--- config.mk ---
export PLATFORM = sky130hd
export DESIGN_NAME = cv32e40s_xif_result_buffer_flat
export DESIGN_NICKNAME = d
export VERILOG_FILES = /design/src/rtl/cv32e40s_xif_result_buffer_if.sv /design/src/rtl/cv32e40s_xif_result_buffer.sv /design/src/flat_wrapper.sv
export SDC_FILE = /design/constraint.sdc
export NUM_CORES = 1
export LEC_CHECK = 0
export ABC_CLOCK_PERIOD_IN_PS = 10800
export BUFFER_PORTS_ARGS = -buffer_cell sky130_fd_sc_hd__buf_2
export CAP_MARGIN = 5
export CORE_MARGIN = 5
export CORE_UTILIZATION = 55
export DETAILED_ROUTE_END_ITERATION = 7
export PLACE_DENSITY = 0.78
export SLEW_MARGIN = 25
export SYNTH_ARGS = -nofsm -noshare
export SYNTH_HDL_FRONTEND = slang
export SYNTH_SLANG_ARGS = --single-unit
--- constraint.sdc ---
create_clock -name clk -period 10.8 [get_ports clk]
set_input_delay 2.16 -clock clk [delete_from_list [all_inputs] [get_ports clk]]
set_output_delay 2.16 -clock clk [all_outputs]
set_load 0.02 [all_outputs]
--- src/rtl/cv32e40s_xif_result_buffer_if.sv ---
`default_nettype none
// ============================================================================
// Module      : cv32e40s_xif_result_buffer_if
// Description : Bundles the commit, functional-unit and core-result signals
//               of the coprocessor result buffer.
//               slave  : the result buffer itself
//               master : the environment driving commits / FU results and
//                        accepting core results
// Ports       : commit_valid_i / commit_id_i / commit_kill_i : commit channel
//               fu_valid_i / fu_ready_o / fu_result_i         : FU result in
//               result_valid_o / result_ready_i / result_o    : core result out
//               count_o                                       : FIFO occupancy
// Revision    : 1.0 - initial release
// ============================================================================
interface cv32e40s_xif_result_buffer_if #(
   parameter int X_ID_WIDTH  = 4,
   parameter int X_RFW_WIDTH = 32,
   parameter int DEPTH       = 4
);
   localparam int RES_W = X_ID_WIDTH + X_RFW_WIDTH + 22;
   localparam int CNT_W = $clog2(DEPTH) + 1;

   logic                  commit_valid_i;
   logic [X_ID_WIDTH-1:0] commit_id_i;
   logic                  commit_kill_i;

   logic                  fu_valid_i;
   logic                  fu_ready_o;
   logic [RES_W-1:0]      fu_result_i;

   logic                  result_valid_o;
   logic                  result_ready_i;
   logic [RES_W-1:0]      result_o;

   logic [CNT_W-1:0]      count_o;

   modport slave (
      input  commit_valid_i, commit_id_i, commit_kill_i,
      input  fu_valid_i, fu_result_i,
      output fu_ready_o,
      output result_valid_o, result_o,
      input  result_ready_i,
      output count_o
   );

   modport master (
      output commit_valid_i, commit_id_i, commit_kill_i,
      output fu_valid_i, fu_result_i,
      input  fu_ready_o,
      input  result_valid_o, result_o,
      output result_ready_i,
      input  count_o
   );
endinterface
`default_nettype wire

--- src/rtl/cv32e40s_xif_result_buffer.sv ---
`default_nettype none
// ============================================================================
// Module      : cv32e40s_xif_result_buffer
// Description : Coprocessor-side result FIFO. Functional-unit results are
//               queued in arrival order; the head is offered to the core only
//               once its id has been committed, and is silently dropped if
//               its id was killed. A per-id commit table remembers commit or
//               kill decisions that arrive before the result itself.
// Ports       : clk  - clock
//               rst  - asynchronous active-high reset
//               bus  - slave modport carrying the commit channel, the FU
//                      result channel, the core result channel and count_o
//               Result packing (MSB first): id, data, rd[4:0], we[0],
//               ecsdata[5:0], ecswe[2:0], exc, exccode[5:0]
// Revision    : 1.0 - initial release
// ============================================================================
module cv32e40s_xif_result_buffer #(
   parameter int X_ID_WIDTH  = 4,
   parameter int X_RFW_WIDTH = 32,
   parameter int DEPTH       = 4
) (
   input wire logic                   clk,
   input wire logic                   rst,
   cv32e40s_xif_result_buffer_if.slave bus
);

   localparam int RES_W = X_ID_WIDTH + X_RFW_WIDTH + 22;
   localparam int PTR_W = $clog2(DEPTH);
   localparam int CNT_W = PTR_W + 1;
   localparam int N_IDS = 2 ** X_ID_WIDTH;

   // Commit table entry encoding
   localparam logic [1:0] c_NONE      = 2'd0;
   localparam logic [1:0] c_COMMITTED = 2'd1;
   localparam logic [1:0] c_KILLED    = 2'd2;

   logic [RES_W-1:0]      r_mem [DEPTH];
   logic [PTR_W-1:0]      r_wptr;
   logic [PTR_W-1:0]      r_rptr;
   logic [CNT_W-1:0]      r_count;
   logic [1:0]            r_table [N_IDS];

   logic [RES_W-1:0]      w_head;
   logic [X_ID_WIDTH-1:0] w_head_id;
   logic [1:0]            w_head_state;
   logic                  w_nonempty;
   logic                  w_present;
   logic                  w_drop;
   logic                  w_pop;
   logic                  w_push;
   logic                  w_fu_ready;

   assign w_head       = r_mem[r_rptr];
   assign w_head_id    = w_head[RES_W-1 -: X_ID_WIDTH];
   assign w_head_state = r_table[w_head_id];
   assign w_nonempty   = (r_count != '0);

   // Head decisions use only registered state, so result_valid_o/result_o
   // cannot change until the head is popped.
   assign w_present  = w_nonempty && (w_head_state == c_COMMITTED);
   assign w_drop     = w_nonempty && (w_head_state == c_KILLED);
   assign w_pop      = (w_present && bus.result_ready_i) || w_drop;
   assign w_fu_ready = (r_count != CNT_W'(DEPTH));
   assign w_push     = bus.fu_valid_i && w_fu_ready;

   assign bus.fu_ready_o     = w_fu_ready;
   assign bus.result_valid_o = w_present;
   assign bus.result_o       = w_head;
   assign bus.count_o        = r_count;

   // FIFO storage
   always_ff @(posedge clk or posedge rst) begin
      if (rst) begin
         for (int i = 0; i < DEPTH; i++) begin
            r_mem[i] <= '0;
         end
      end else if (w_push) begin
         r_mem[r_wptr] <= bus.fu_result_i;
      end
   end

   // Pointers wrap naturally; full/empty come from the count alone
   always_ff @(posedge clk or posedge rst) begin
      if (rst) begin
         r_wptr  <= '0;
         r_rptr  <= '0;
         r_count <= '0;
      end else begin
         if (w_push) begin
            r_wptr <= r_wptr + PTR_W'(1);
         end
         if (w_pop) begin
            r_rptr <= r_rptr + PTR_W'(1);
         end
         if (w_push && !w_pop) begin
            r_count <= r_count + CNT_W'(1);
         end else if (!w_push && w_pop) begin
            r_count <= r_count - CNT_W'(1);
         end
      end
   end

   // Commit table. A decision is recorded only into a free (NONE) entry, so
   // repeated commits/kills are ignored. When the entry is being freed by a
   // pop in the same cycle, the incoming decision belongs to a new
   // instruction reusing the id and therefore takes precedence over the clear.
   always_ff @(posedge clk or posedge rst) begin
      if (rst) begin
         for (int i = 0; i < N_IDS; i++) begin
            r_table[i] <= c_NONE;
         end
      end else begin
         for (int i = 0; i < N_IDS; i++) begin
            if (bus.commit_valid_i && (bus.commit_id_i == X_ID_WIDTH'(i)) &&
                ((r_table[i] == c_NONE) || (w_pop && (w_head_id == X_ID_WIDTH'(i))))) begin
               r_table[i] <= bus.commit_kill_i ? c_KILLED : c_COMMITTED;
            end else if (w_pop && (w_head_id == X_ID_WIDTH'(i))) begin
               r_table[i] <= c_NONE;
            end
         end
      end
   end

endmodule
`default_nettype wire

--- src/flat_wrapper.sv ---
// flat-port wrapper written by rule: the top's interface ports become plain ports
module cv32e40s_xif_result_buffer_flat 
#(
   parameter int X_ID_WIDTH  = 4,
   parameter int X_RFW_WIDTH = 32,
   parameter int DEPTH       = 4
)
  (clk, rst, bus_commit_valid_i, bus_commit_id_i, bus_commit_kill_i, bus_fu_valid_i, bus_fu_result_i, bus_fu_ready_o, bus_result_valid_o, bus_result_o, bus_result_ready_i, bus_count_o);
  cv32e40s_xif_result_buffer_if #(.X_ID_WIDTH(X_ID_WIDTH), .X_RFW_WIDTH(X_RFW_WIDTH), .DEPTH(DEPTH)) bus_i ();
  input wire logic clk;
  input wire logic rst;
  input wire logic [$bits(bus_i.commit_valid_i)-1:0] bus_commit_valid_i;
  input wire logic [$bits(bus_i.commit_id_i)-1:0] bus_commit_id_i;
  input wire logic [$bits(bus_i.commit_kill_i)-1:0] bus_commit_kill_i;
  input wire logic [$bits(bus_i.fu_valid_i)-1:0] bus_fu_valid_i;
  input wire logic [$bits(bus_i.fu_result_i)-1:0] bus_fu_result_i;
  output wire logic [$bits(bus_i.fu_ready_o)-1:0] bus_fu_ready_o;
  output wire logic [$bits(bus_i.result_valid_o)-1:0] bus_result_valid_o;
  output wire logic [$bits(bus_i.result_o)-1:0] bus_result_o;
  input wire logic [$bits(bus_i.result_ready_i)-1:0] bus_result_ready_i;
  output wire logic [$bits(bus_i.count_o)-1:0] bus_count_o;
  assign bus_i.commit_valid_i = bus_commit_valid_i;
  assign bus_i.commit_id_i = bus_commit_id_i;
  assign bus_i.commit_kill_i = bus_commit_kill_i;
  assign bus_i.fu_valid_i = bus_fu_valid_i;
  assign bus_i.fu_result_i = bus_fu_result_i;
  assign bus_fu_ready_o = bus_i.fu_ready_o;
  assign bus_result_valid_o = bus_i.result_valid_o;
  assign bus_result_o = bus_i.result_o;
  assign bus_i.result_ready_i = bus_result_ready_i;
  assign bus_count_o = bus_i.count_o;
  cv32e40s_xif_result_buffer #(.X_ID_WIDTH(X_ID_WIDTH), .X_RFW_WIDTH(X_RFW_WIDTH), .DEPTH(DEPTH)) u_core (.clk(clk), .rst(rst), .bus(bus_i));
endmodule
After elaboration in Yosys (flattened, before gate mapping)
Index checks and enable logic that the tools add are counted.

word-level totals
  flip-flop bits (word level) = 271
  bits in latches = 0
  bits in writable memories = 0
  bits in read-only memories = 0
  input bits = 68
  output and inout port bits = 63
  memories kept = 0

cells by class
  add/sub/neg operators = 4
  multipliers = 0
  div/mod/pow operators = 0
  magnitude comparators = 4
  eq/ne operators = 33
  shift operators = 0
  mux-type cells = 44
  bitwise operators = 3
  reductions and logical operators = 110

operators with widths
  operator                                                                       number
  232-bit bitwise mux                                                            1
  58-bit 2-to-1 mux                                                              3
  58-bit binary-select mux with 2-bit select                                     1
  58-bit demux with 2-bit select                                                 1
  2-bit 2-to-1 mux                                                               35
  4-bit equality test (second input constant)                                    16
  1-bit logical AND                                                              55
  2-bit nonzero test                                                             17
  4-bit by 3-bit equality test with 1-bit output (second input constant)         8
  2-bit zero test                                                                16
  1-bit logical OR                                                               17
  4-bit by 2-bit equality test with 1-bit output (second input constant)         4
  2-bit binary-select mux with 4-bit select                                      1
  4-bit by 1-bit equality test with 1-bit output (second input constant)         2
  4-bit zero test                                                                2
  3-bit greater-or-equal comparator (second input constant)                      2
  3-bit 2-to-1 mux                                                               2
  2-bit NOT with 3-bit output                                                    2
  5-bit greater-or-equal comparator (second input constant)                      1
  4-bit NOT with 5-bit output                                                    1
  2-bit by 1-bit adder with 2-bit output (second input constant)                 2
  3-bit by 1-bit adder with 3-bit output (second input constant)                 1
  3-bit by 1-bit less-than comparator with 1-bit output (second input constant)  1
  3-bit != test (second input constant)                                          1
  other kinds (5)                                                                6

Longest topological paths before layout
Gate-level depths: netlist of run 1.

  depth in word-level cells = 16
  depth in mapped cells = 17
  gate-level depth less buffers = 13

Worst setup path after synthesis of run 1
Ideal clock, no wire load.

  path kind = flip-flop to output port
  start point = register u_core.r_rptr[0]
  end point = output bus_result_valid_o
  data arrival time = 2358 ps
  required time = 8640 ps
  path slack = 6282 ps
  cell stages (with the launch flop) = 10
  buffers on the path = 3
  cell sequence = dfrtp_1 buf_6 mux4_2 buf_6 buf_6 mux2i_1 nor3_1 a211oi_2 mux2i_1 nor3b_1

between the ends
  cells in the longest elaborated chain, start to end = 10

RTL lines
  item                                                   RTL line                          RTL
  start: declaration                                     cv32e40s_xif_result_buffer.sv:39  logic [PTR_W-1:0] r_rptr;
  start signal: assignment                               cv32e40s_xif_result_buffer.sv:93  r_rptr <= r_rptr + PTR_W'(1);
  2-bit NOT with 3-bit output (not written as such)      cv32e40s_xif_result_buffer.sv:53  assign w_head = r_mem[r_rptr];
  58-bit binary-select mux with 2-bit select             cv32e40s_xif_result_buffer.sv:53
  58-bit 2-to-1 mux (not written as such) (2 in series)  cv32e40s_xif_result_buffer.sv:53
  named net bus_result_o[57]                             flat_wrapper.sv:19                output wire logic [$bits(bus_i.result_o)-1:0] bus_result_o;
  4-bit NOT with 5-bit output (not written as such)      cv32e40s_xif_result_buffer.sv:55  assign w_head_state = r_table[w_head_id];
  2-bit binary-select mux with 4-bit select              cv32e40s_xif_result_buffer.sv:55
  2-bit 2-to-1 mux (not written as such) (2 in series)   cv32e40s_xif_result_buffer.sv:55
  2-bit by 1-bit equality test with 1-bit output         cv32e40s_xif_result_buffer.sv:60  assign w_present = w_nonempty && (w_head_state == c_COMMITTED);
  1-bit logical AND                                      cv32e40s_xif_result_buffer.sv:60
  end: declaration                                       flat_wrapper.sv:18                output wire logic [$bits(bus_i.result_valid_o)-1:0] bus_result_valid_o;

The timed path passes the listed nets, and every way through them passes these cells. The select of a mux whose other input is x is not followed.

Worst setup path in the final report of run 1
  start point = register u_core.r_rptr[0]
  end point = output bus_result_valid_o

between the ends
  cells in the longest elaborated chain, start to end = 10

RTL lines
  item                                                   RTL line
  2-bit NOT with 3-bit output (not written as such)      cv32e40s_xif_result_buffer.sv:53
  58-bit binary-select mux with 2-bit select             cv32e40s_xif_result_buffer.sv:53
  58-bit 2-to-1 mux (not written as such) (2 in series)  cv32e40s_xif_result_buffer.sv:53
  4-bit NOT with 5-bit output (not written as such)      cv32e40s_xif_result_buffer.sv:55
  2-bit binary-select mux with 4-bit select              cv32e40s_xif_result_buffer.sv:55
  2-bit 2-to-1 mux (not written as such) (2 in series)   cv32e40s_xif_result_buffer.sv:55
  2-bit by 1-bit equality test with 1-bit output         cv32e40s_xif_result_buffer.sv:60
  1-bit logical AND                                      cv32e40s_xif_result_buffer.sv:60

No other way between the ends. The select of a mux whose other input is x is not followed.

==> results of run 1 <==
-- cells by family (layout without fill, tap and decap cells) --
logic type,after synthesis,in the layout,synth area share
xor+xnor,6,6,0.00430
other cells,0,3,0
buf+inv,57,196,0.0234
compound gates,68,68,0.0379
mux,317,317,0.343
flops,271,271,0.555
simple gates,76,76,0.0301
fa+ha+maj,6,6,0.00676
-- how the worst max path moves through the flow --
stage                     slack (ns)  cells past startpoint              from                    end
after CTS                       4.57                      8  u_core.r_rptr[0]     bus_result_valid_o
after global placement          5.17                      8  u_core.r_rptr[0]     bus_result_valid_o
after global routing            4.29                      8  u_core.r_rptr[0]     bus_result_valid_o
after detailed placement        5.16                      8  u_core.r_rptr[0]     bus_result_valid_o
final                           4.65                      8  u_core.r_rptr[0]     bus_result_valid_o
after floorplan                 1.17                      1               rst  u_core.bus.count_o[0]
-- sequential cells by signal, summed over array words and instances (netlist names) --
signal and flops:
u_core.r_mem 232, u_core.r_rptr 2, u_core.r_table 32, u_core.r_wptr 2
u_core.bus.count_o 3
-- layer usage --
metal  global-route usage  part of all wire
met1                0.269              0.43
met4               0.0566             0.024
met3               0.0450             0.043
met2                0.330              0.50
met5                    0            0.0011
-- power groups by stage --
stage / Clock (mW) / Combinational (mW) / Sequential, mW
4_1_cts: 1.06 / 2.46 / 1.82
5_1_grt: 1.11 / 2.63 / 1.88
3_3_place_gp: 0 / 2.40 / 1.81
2_1_floorplan: 0 / 2.03 / 1.72
6_report: 1.04 / 2.43 / 1.82
3_5_place_dp: 0 / 2.45 / 1.83
-- stage by stage --
stage	instances	instance area (um2)
finish	1223	14100
global route	1222	14100
global placement	1167	13000
floorplan	801	12200
detailed placement	1167	13000
CTS	1220	14100
-- area by class of cell --
type / instances / area (um2) / share of cell area
flip-flops and latches: 271 / 6790 / 0.482
repair buffers: 138 / 714 / 0.0508
inverters: 5 / 26.3 / 0.00187
clock inverters: 14 / 181 / 0.0129
clock buffers: 39 / 843 / 0.0599
multi-input cells: 473 / 5170 / 0.367
well taps: 280 / 350 / 0.0249
diodes: 3 / 7.51 / 0.000533
-- worst register-to-register path: cells and delay by family (launching register included) --
family	cells	cell delay [ns]
buffers and inverters	2	0.78
AO/OA/AOI/OAI	1	0.24
flip-flops	1	0.76
AND/OR/NAND/NOR	3	0.94
XOR/XNOR	2	0.30
multiplexers	4	1.31
adder cells (fa/ha/maj)	2	0.69
-- cell usage after synthesis --
library cell	n
o21a_1	16
nor2_1	9
mux4_2	58
and2_1	3
o21ai_1	28
nand2b_1	1
buf_2	1
ha_1	5
o21ai_0	6
clkbuf_1	30
nor3b_1	2
inv_1	5
buf_4	1
a41o_1	6
and4bb_4	1
nand2_1	39
nor2_4	1
buf_6	9
nor3b_2	1
nand3_1	2
xor2_1	2
buf_1	11
a31o_1	10
mux2i_1	26
xnor2_1	4
dfrtp_1	271
mux2_2	233
nor2b_1	10
a211oi_2	2
nor3_1	7
fa_1	1
==> run metrics, run 1 <==
status complete, no violations; Sink Count 271; most frequent cells in the layout dfrtp_1, mux2_2, buf_2; hold_buf cts 0; worst-margin pin slew 0.945 ns; antenna violations before repair 4; Hold Path Origin u_core.r_mem[107]; Placement Setup Slack 5.16 ns; DP HPWL 15.3 mm; number of I/O pins 131; Core Area approximately 0.022 mm2; Die Y 159 um; setup TNS 0 ns; Sw Share 0.362; row cnt 54; Die ar. about 0.025 mm2; Crit path arrival time 3.99 ns; DRT antenna net count 0; worst hold path type reg -> reg; routed via count around 7100; clock buffer depth 3; Comb power frac 0.460; Tcrit/Tclk final 0.569; DRC viols 0; 1st-iter DRT viols around 370; commonest non-fill, non-tap cell in the layout dfrtp_1; Pleak 6.17 nW; number of gates resized after CTS 0; Syn. warnings 0; hold path cells 1; total power around 5.3 mW; max cap viols 0; clock power share 0.196; # H-tree levels 1; initial core utilization 0.560; GP Congestion 0.847; Fin. Hold Viols 0; area leader, netlist dfrtp_1; Nets 992; Buffers on Ports between 100 and 150; Util after Layout 0.645; Max Clock Skew 0.00868 ns; sequential area share after synthesis 0.555; Worst Path Buf+Inv 2; largest net degree at the start of global routing between 100 and 150; postcts setup bufs 0; RSZ-0062 raised after global routing no; switching power total roughly 1.9 mW; final wirelength about 25 mm; Top delay family on crit path multiplexers; Global Route Usage Sum 0.200; Max IR drop VDD ~0.23 mV; worst hold margin ~0.5 ns; Final min period 6.15 ns; CP peak stage delay 0.80 ns; clk slew on worst S/H paths 0.06 ns; layout cells sized above 1 0.523; Crit Path Max Fanout 35; width of the die around 160 um; Area Overhead vs Synth 15.1%; fmax 163 MHz; DRT Pass-1 Iters 4; worst reg2reg endpoint u_core.bus.count_o[2]; CP Data Required Time 8.64 ns; Worst R2R Path Depth 14; vias per cell just under 6; number of library cell types mapped by synthesis 31; internal power component 3.37 mW; slowest CP cell mux4_2; R2R setup slack about 5.7 ns; slew margin rel. 0.370; total CTS buffers 29; sequential power share 0.344; clock root buffer clkbuf_16; top-area cell type share of the netlist area 0.555; gr ovfl total 0; mean post-synth cell area 15.3 um2; WS Path Type reg -> out; first-pass GRT wire length 41.7 mm; max-slew violations 0; Clock Latency Late Sink 0.54 ns; PnR worst setup slack between 4 and 5 ns; RR Startpoint u_core.r_rptr[0]; TritonCTS clock tree built; PwrDens 376 mW/mm2; setup violators final 0; crit path capture type primary output; WL/cell 20.5 um; Cell Chain, Critical Path buf_4 -> mux4_2 -> mux2i_1 -> nor3_1 -> a211oi_2 -> mux2i_1 -> nor3b_1 -> buf_2; Syn Inst Count about 800; vias in the first global route 7858; Mapped Nets between 800 and 900; fill cell count 1544; Seq cells post-synth 271; Syn Std Cell Area 0.0122 mm2; most frequent CP cell mux2i_1; startpoint types flop; Area contributors post-synth dfrtp_1, mux2_2, mux4_2, mux2i_1, nand2_1; WHS Endpoint u_core.r_mem[107]
No activity file was read; power rests on OpenSTA's default activity.
==> run 2: changes to the inputs <==
Settings changed: ABC_CLOCK_PERIOD_IN_PS 10800 to 5700.
Clock period 10.8 ns to 5.7 ns, I/O delays scaled along.
==> run 2 against run 1 <==
Combinational power increased by 89%. Cell count about the same. Via count increased by 1.2%. Utilization decreased by 0.45 points. Final area decreased by 0.70%. Critical path depth decreased by 1. Sequential power increased by 92%. Largest cell class unchanged.
==> run metrics, run 2 (synthesized netlist as in run 1, its figures left out) <==
DRT antenna net count 0 (unchanged); Sink Count 271 (unchanged); clock power share 0.180 (was 0.196); PwrDens 705 mW/mm2 (was 376 mW/mm2); CP Data Required Time 4.56 ns (was 8.64 ns); max reg flops 232 (unchanged); Area Overhead vs Synth 14.3% (was 15.1%); clk slew on worst S/H paths 0.06 ns (about the same); vias per cell 5.85 (was 5.78); width of the die 159 um (unchanged); final wirelength 24.6 mm (was 25.1 mm); layout cells sized above 1 0.518 (was 0.523); DRT Pass-1 Iters 6 (was 4); startpoint types flop (unchanged); clock root buffer clkbuf_16 (unchanged); RSZ-0062 raised after global routing no (unchanged); # H-tree levels 1 (unchanged); most frequent CP cell mux2i_1 (unchanged); Worst R2R Path Depth 14 (unchanged); Top delay family on crit path multiplexers (unchanged); clock buffer depth 3 (unchanged); Buffers on Ports 130 (unchanged); antenna violations before repair 4 (unchanged); Critical path origin u_core.r_rptr[0] (unchanged); internal power component 6.24 mW (was 3.37 mW); slew margin rel. 0.364 (was 0.370); first-pass GRT wire length 41.5 mm (was 41.7 mm); Max IR drop VDD 0.482 mV (was 0.235 mV); routed via count 7148 (was 7064); status complete, no violations (unchanged); Core Area 0.0218 mm2 (unchanged); Die Y 159 um (unchanged); TritonCTS clock tree built (unchanged); row cnt 54 (unchanged); crit path capture type primary output (unchanged); total CTS buffers 28 (was 29); slowest CP cell dfrtp_4 (was mux4_2); switching power total 3.61 mW (was 1.92 mW); Hold Path Origin u_core.r_mem[104] (was u_core.r_mem[107]); Worst Path Buf+Inv 2 (unchanged); postcts setup bufs 0 (unchanged); number of gates resized after CTS 0 (unchanged); PnR worst setup slack 1.09 ns (was 4.65 ns); Placement Setup Slack 1.44 ns (was 5.16 ns); vias in the first global route 7789 (was 7858); Cell Chain, Critical Path mux4_2 -> inv_1 -> mux2i_1 -> a211oi_2 -> mux2i_1 -> nor3b_1 -> buf_2 (was buf_4 -> mux4_2 -> mux2i_1 -> nor3_1 -> a211oi_2 -> mux2i_1 -> nor3b_1 -> buf_2); setup violators final 0 (unchanged); Sw Share 0.367 (was 0.362); number of I/O pins 131 (unchanged); Comb power frac 0.466 (was 0.460); gr ovfl total 0 (unchanged); GP Congestion 0.836 (was 0.847); cell count along the critical path 7 (was 8); DP HPWL 15.9 mm (was 15.3 mm); initial core utilization 0.560 (unchanged); 1st-iter DRT viols 298 (was 369); hold path cells 1 (unchanged); Tcrit/Tclk final 0.810; Clock Latency Late Sink 0.53 ns (was 0.54 ns); CP peak stage delay 0.84 ns (was 0.80 ns); Global Route Usage Sum 0.196 (was 0.200); most frequent cells in the layout dfrtp_1, mux2_2, buf_2 (unchanged); Final min period 4.61 ns; setup TNS 0 ns (unchanged); Max Clock Skew 0.0142 ns (was 0.00868 ns); DRC viols 0 (unchanged); RR Startpoint u_core.r_rptr[0] (unchanged); Crit Path Max Fanout 31 (was 35); sequential power share 0.354 (was 0.344); fmax 217 MHz; Die ar. 0.0253 mm2 (unchanged); largest net degree at the start of global routing 155 (was 123); Util after Layout 0.640 (was 0.645); max cap viols 0 (unchanged); worst-margin pin slew 0.950 ns (was 0.945 ns); Largest Register u_core.r_mem (unchanged); R2R setup slack 1.44 ns (was 5.72 ns); Fin. Hold Viols 0 (unchanged); max-slew violations 0 (unchanged); Nets 993 (was 992); commonest non-fill, non-tap cell in the layout dfrtp_1 (unchanged); worst hold path type reg -> reg (unchanged); hold_buf cts 0 (unchanged); WS Path Type reg -> out (unchanged); Crit path arrival time 3.47 ns (was 3.99 ns); Pleak 6.12 nW (was 6.17 nW); WL/cell 20.1 um (was 20.5 um)
run 2: cell types whose count changed in the layout (fill, tap and decap cells not counted), sizes merged:
cell	change
diode	-1
buf	+2
clkinv	+2
inv	-2
bufinv	-2
run 2: worst reg2reg max path, stage by stage, from the launching register on:
cell and delay, ns:
dfrtp_4 0.84, mux4_2 0.80, mux2i_1 0.19, mux2i_1 0.16
mux2i_1 0.09, mux2i_1 0.28, and4bb_4 0.30, nor2_4 0.09
buf_4 0.33, ha_1 0.25, inv_1 0.06, fa_1 0.37
xor2_1 0.15, nor2_1 0.11, xor2_1 0.16
run 2: layout make-up:
| type | instances | area, um2 |
|---|---|---|
| antenna | 2 | 5.00 |
| clock buffer | 39 | 782 |
| clock inverter | 12 | 126 |
| fill | 1614 | 7850 |
| inverter | 5 | 22.5 |
| multi-input combinational | 473 | 5170 |
| sequential | 271 | 6790 |
| tap | 280 | 350 |
| timing repair buffer | 140 | 738 |
run 2: power by group through the flow:
stage	Combinational [mW]	Clock, mW	Sequential, mW
after floorplan	3.85	0	3.26
after global placement	4.52	0	3.48
after detailed placement	4.62	0	3.51
after CTS	4.64	1.82	3.49
after global routing	4.98	1.90	3.62
final	4.59	1.78	3.49
run 2: routing by layer:
layer  part of all wire  vias up  track usage  wire [um]
li1                   -     3206            -          -
met2               0.51      134        0.330      12500
met5            0.00077        -            0         19
met4              0.021        4       0.0458        507
met3              0.045       40       0.0391       1110
met1               0.42     3764        0.268      10400
run 2: final timing paths:
path / end
worst max register to register: u_core.bus.count_o[2]
max in group asynchronous: u_core.r_mem[131]
worst min register to register: u_core.r_mem[104]
worst max-delay path: bus_result_valid_o
worst min-delay path: u_core.r_mem[104]
min in group asynchronous: u_core.r_rptr[0]
run 2: per-stage QoR:
step / area (um2) / power, mW / hold slack (ns) / cells
2_1_floorplan: 12200 / 7.11 / 0.474 / 801
3_3_place_gp: 13100 / 8.00 / 0.482 / 1169
3_5_place_dp: 13100 / 8.14 / 0.487 / 1169
4_1_cts: 14000 / 9.95 / 0.501 / 1220
5_1_grt: 14000 / 10.5 / 0.514 / 1222
6_report: 14000 / 9.86 / 0.498 / 1222
